[config.mk]
export PLATFORM = sky130hd
export DESIGN_NAME = bcd_convert_arbiter
export DESIGN_NICKNAME = d
export VERILOG_FILES = /design/src/rtl/bcd_convert_arbiter.sv
export SDC_FILE = /design/constraint.sdc
export NUM_CORES = 1
export LEC_CHECK = 0
export BUFFER_PORTS_ARGS = -buffer_cell sky130_fd_sc_hd__buf_2
export CAP_MARGIN = 40
export CORE_MARGIN = 5
export CORE_UTILIZATION = 59
export CTS_CLUSTER_DIAMETER = 200
export DETAILED_ROUTE_END_ITERATION = 8
export GPL_TIMING_DRIVEN = 1
export HOLD_SLACK_MARGIN = 0.15
export PLACE_DENSITY = 0.82
export SYNTH_ARGS = -nofsm -noshare
export SYNTH_HDL_FRONTEND = slang
export SYNTH_SLANG_ARGS = --single-unit
[constraint.sdc]
create_clock -name clk -period 4 [get_ports clk]
set_clock_uncertainty 0.05 [all_clocks]
set_input_delay 0.2 -clock clk [delete_from_list [all_inputs] [get_ports clk]]
set_output_delay 0.2 -clock clk [all_outputs]
set_load 0.02 [all_outputs]
[src/rtl/bcd_convert_arbiter.sv]
// bcd_convert_arbiter: round-robin shared double-dabble binary-to-BCD converter for two requesters
`timescale 1ns/1ps
module bcd_convert_arbiter #(
  parameter int WIDTH = 32,
  parameter int DIGITS = 8
) (
  input  logic                  clk,
  input  logic                  rst,
  input  logic                  req0,
  input  logic [WIDTH-1:0]      hex0,
  input  logic                  req1,
  input  logic [WIDTH-1:0]      hex1,
  output logic                  ack0,
  output logic                  ack1,
  output logic [4*DIGITS-1:0]   bcd0,
  output logic [4*DIGITS-1:0]   bcd1,
  output logic                  ovf0,
  output logic                  ovf1,
  output logic                  busy
);
  localparam int ND = WIDTH * 301 / 1000 + 1;
  localparam int CW = $clog2(WIDTH + 1);
  typedef enum logic [1:0] {IDLE, SHIFT, DONE} state_t;
  state_t state;
  logic [WIDTH-1:0] sr;
  logic [4*ND-1:0] acc, adj, acc_n;
  logic [CW-1:0] cnt;
  logic gnt, last, pick, hi;
  assign busy = state != IDLE;
  // on a tie the requester not served last wins
  assign pick = (req0 & req1) ? ~last : req1;
  always_comb begin
    adj = acc;
    for (int i = 0; i < ND; i++)
      adj[4*i+:4] = acc[4*i+:4] >= 4'd5 ? acc[4*i+:4] + 4'd3 : acc[4*i+:4];
  end
  assign acc_n = {adj[4*ND-2:0], sr[WIDTH-1]};
  assign hi = |acc_n[4*ND-1:4*DIGITS];
  always_ff @(posedge clk) begin
    if (rst) begin
      state <= IDLE;
      sr <= '0;
      acc <= '0;
      cnt <= '0;
      gnt <= 1'b0;
      last <= 1'b1;
      ack0 <= 1'b0;
      ack1 <= 1'b0;
      bcd0 <= '0;
      bcd1 <= '0;
      ovf0 <= 1'b0;
      ovf1 <= 1'b0;
    end else begin
      ack0 <= 1'b0;
      ack1 <= 1'b0;
      case (state)
        IDLE: if (req0 | req1) begin
          gnt <= pick;
          sr <= pick ? hex1 : hex0;
          acc <= '0;
          cnt <= CW'(WIDTH);
          state <= SHIFT;
        end
        SHIFT: begin
          acc <= acc_n;
          sr <= sr << 1;
          cnt <= cnt - 1'b1;
          // the final shift result goes straight to the granted output
          if (cnt == CW'(1)) begin
            state <= DONE;
            if (gnt) begin
              bcd1 <= acc_n[4*DIGITS-1:0];
              ovf1 <= hi;
            end else begin
              bcd0 <= acc_n[4*DIGITS-1:0];
              ovf0 <= hi;
            end
          end
        end
        DONE: begin
          ack0 <= ~gnt;
          ack1 <= gnt;
          last <= gnt;
          state <= IDLE;
        end
        default: state <= IDLE;
      endcase
    end
  end
endmodule

==> impl_metrics.json <==
{
  "outcome": "finished, violations left",
  "violations": "DRC",
  "nNetsFinal": 1032,
  "fill_cells": 672,
  "cts_tree": "done",
  "peakVddDrop_mv": 0.406,
  "switching_share_pct": 24.5,
  "place_congestion": 0.806,
  "synth_area_leader_cell": "dfxtp_1",
  "antenna_found_initial": 0,
  "ant_nets": 0,
  "dieArea_um2": 13600,
  "grt_usage_pct": 31.5,
  "p_sw_mw": 0.927,
  "synth.distinct_cells": 43,
  "dr_total_vias": 6845,
  "grt_overflow": 0,
  "avgSynthCellArea_um2": 8.75,
  "tns_ps": 0,
  "power_frac_comb_pct": 11.1,
  "synth_edf_count": 0,
  "yosys_register_bits": 150,
  "areaGrowthSynthToFinish_pct": 30.7,
  "cp.arrival_ps": 2650,
  "drtIter0Drc": 793,
  "placed_cells": 1003,
  "drive_above_1_share_pct": 21.7,
  "htreeDepth": 4,
  "worstPathRequired_ps": 4250,
  "synth_ff_type": "dfxtp_1",
  "place_ws_ps": 1940,
  "dieHeight_um": 117,
  "fin_crit_ps": 2390,
  "initial_core_util_pct": 59.6,
  "dieWidth_um": 117,
  "boundaryPins": 137,
  "tightest_slew_ps": 840,
  "grt_pass1_wl_um": 33400,
  "netlist_top_cells_area": "dfxtp_1 45%, a21oi_1 6.3%, nor2_1 4.9%",
  "cellPowerDensity_nw_per_um2": 430,
  "drv_cap": 0,
  "cts_setup_buffers": 0,
  "cts_buffers": 17,
  "n_antenna_cell": 0,
  "ys_seq_area_share_pct": 44.7,
  "synthArstFlopShare_pct": 0,
  "grt_pass1_vias": 6960,
  "power_mw": 3.78,
  "stdcell_count": 1098,
  "synth_common_cells": "150 x dfxtp_1, 87 x nor2_1, 85 x a21oi_1, 85 x nand2_1, 31 x a222oi_1",
  "drc": 10,
  "rows": 39,
  "clock.fmax_mhz": 418,
  "yosysMostFrequentCell": "dfxtp_1",
  "netlist.area_leader.share_pct": 44.7,
  "internal_power_mw": 2.85,
  "layout_setup_ws_ps": 1610,
  "routedWlPerCell_um": 19.3,
  "via_per_inst": 6.23,
  "setup_viol": 0,
  "clkPwrFrac_pct": 47.0,
  "cts_root_buf": "clkbuf_16",
  "slew_viol_final": 0,
  "wl_um": 21200,
  "seqPwrFrac_pct": 41.9,
  "crit_type": "reg -> reg",
  "p_leak_nw": 3.49,
  "synthesis.area_um2": 6720,
  "coreArea_um2": 11300,
  "crit_fanout": 32,
  "clk_latency_ps": 430,
  "dp_hpwl_um": 11900,
  "syn-instance-count": 768,
  "grt_max_degree": 92,
  "relSlewSlack_pct": 44.0,
  "clk_pin_slew_worst_paths_ps": 60,
  "finalHoldViolCount": 0,
  "clockBufferDepth": 2,
  "synth_nets": 858,
  "critPathLaunchType": "flip-flop",
  "rsz0062_at_grt": "false",
  "numPortBuffers": 136,
  "dr.pass1.iters": 9,
  "fin_crit_sh_pct": 59.9,
  "cts_sinks": 150,
  "hold_path_class": "in -> reg",
  "yosysWarnings": 0,
  "cp-end-kind": "flip-flop"
}
-- cell families (layout without fill, tap and decap cells) --
kind of cell | Yosys count | after routing | synth area share [%]
AND/OR/NAND/NOR | 261 | 261 | 17.8
AO/OA/AOI/OAI | 202 | 202 | 19.7
flip-flops | 150 | 150 | 44.7
buffers and inverters | 79 | 266 | 5.36
multiplexers | 40 | 40 | 6.54
adder cells (fa/ha/maj) | 22 | 22 | 4.10
XOR/XNOR | 14 | 14 | 1.83
-- routing by layer --
metal / routed length, um / part of all wire, % / global-route usage, %
met4: 1420 / 6.7 / 22.8
met2: 10700 / 50 / 55.4
met1: 7370 / 35 / 32.8
met3: 1710 / 8.1 / 7.15
met5: 0 / 0 / 0
-- sequential cells by signal, indices dropped and copies added (netlist names), 2 cells and up --
register and flops:
acc 40, bcd1 32, cnt 6, state 2
bcd0 32, sr 32
-- layout by cell type, fill, tap and decap left out, types with 9 or more instances in the layout --
cell,synthesis,layout
a222oi_1,31,31
mux2_2,19,19
nor2_1,87,86
a211oi_1,30,30
nor3_1,16,16
xnor2_1,12,12
nor3b_1,16,16
clkbuf_16,0,17
nand2b_1,16,16
a21oi_1,85,85
nand3_1,24,24
buf_2,21,135
dfxtp_1,150,150
mux2i_1,9,9
a22oi_1,12,12
mux2_1,12,12
dlygate4sd3_1,0,63
ha_1,22,22
o21ai_0,24,24
inv_1,25,25
nand2_1,85,85
-- power groups by stage --
stage / logic (mW) / registers (mW) / clock network, mW
floorplan: 0.219 / 1.60 / 0
global placement: 0.299 / 1.60 / 0
detailed placement: 0.325 / 1.61 / 0
CTS: 0.389 / 1.57 / 1.76
global route: 0.445 / 1.58 / 1.84
finish: 0.421 / 1.58 / 1.78
-- area by class of cell --
| type | instances | area [um^2] | share of cell area [%] |
|---|---|---|---|
| Multi-Input combinational cell | 539 | 3380 | 38.5 |
| Sequential cell | 150 | 3000 | 34.2 |
| Timing Repair Buffer | 209 | 1470 | 16.8 |
| Clock buffer | 19 | 443 | 5.05 |
| Clock inverter | 13 | 203 | 2.31 |
| Tap cell | 143 | 179 | 2.04 |
| Inverter | 25 | 93.8 | 1.07 |
-- critical path, cell delays in order (launching register included) --
cell and delay (ps):
dfxtp_1 350, a21boi_4 200, buf_12 240, mux2_2 360, dlygate4sd3_1 560, a222oi_1 400, nor2_1 100
-- stage by stage --
step / area, um^2 / hold slack, ps / util (%)
3_5_place_dp: 7500 / 392 / 66.5
5_1_grt: 8780 / 203 / 77.9
6_report: 8780 / 177 / 77.9
2_1_floorplan: 6720 / 407 / -
4_1_cts: 8780 / 151 / 77.9
3_3_place_gp: 7370 / 395 / 65.4
-- path summary, 6_finish.rpt --
| check | endpoint | slack (ps) | cells past startpoint | start |
|---|---|---|---|---|
| max | sr[31] | 1610 | 6 | last |
| min | sr[25] | 180 | 4 | hex0[25] |
| max reg2reg | sr[31] | 1610 | 6 | last |
| min reg2reg | bcd1[1] | 400 | 2 | bcd1[1] |
-- repair_timing --
action,in CTS,in global routing
gates resized for setup,0,0
setup endpoints to repair,0,0
endpoints found under the hold margin,33,0
hold buffers,63,0
No activity file was read; power rests on OpenSTA's default activity.
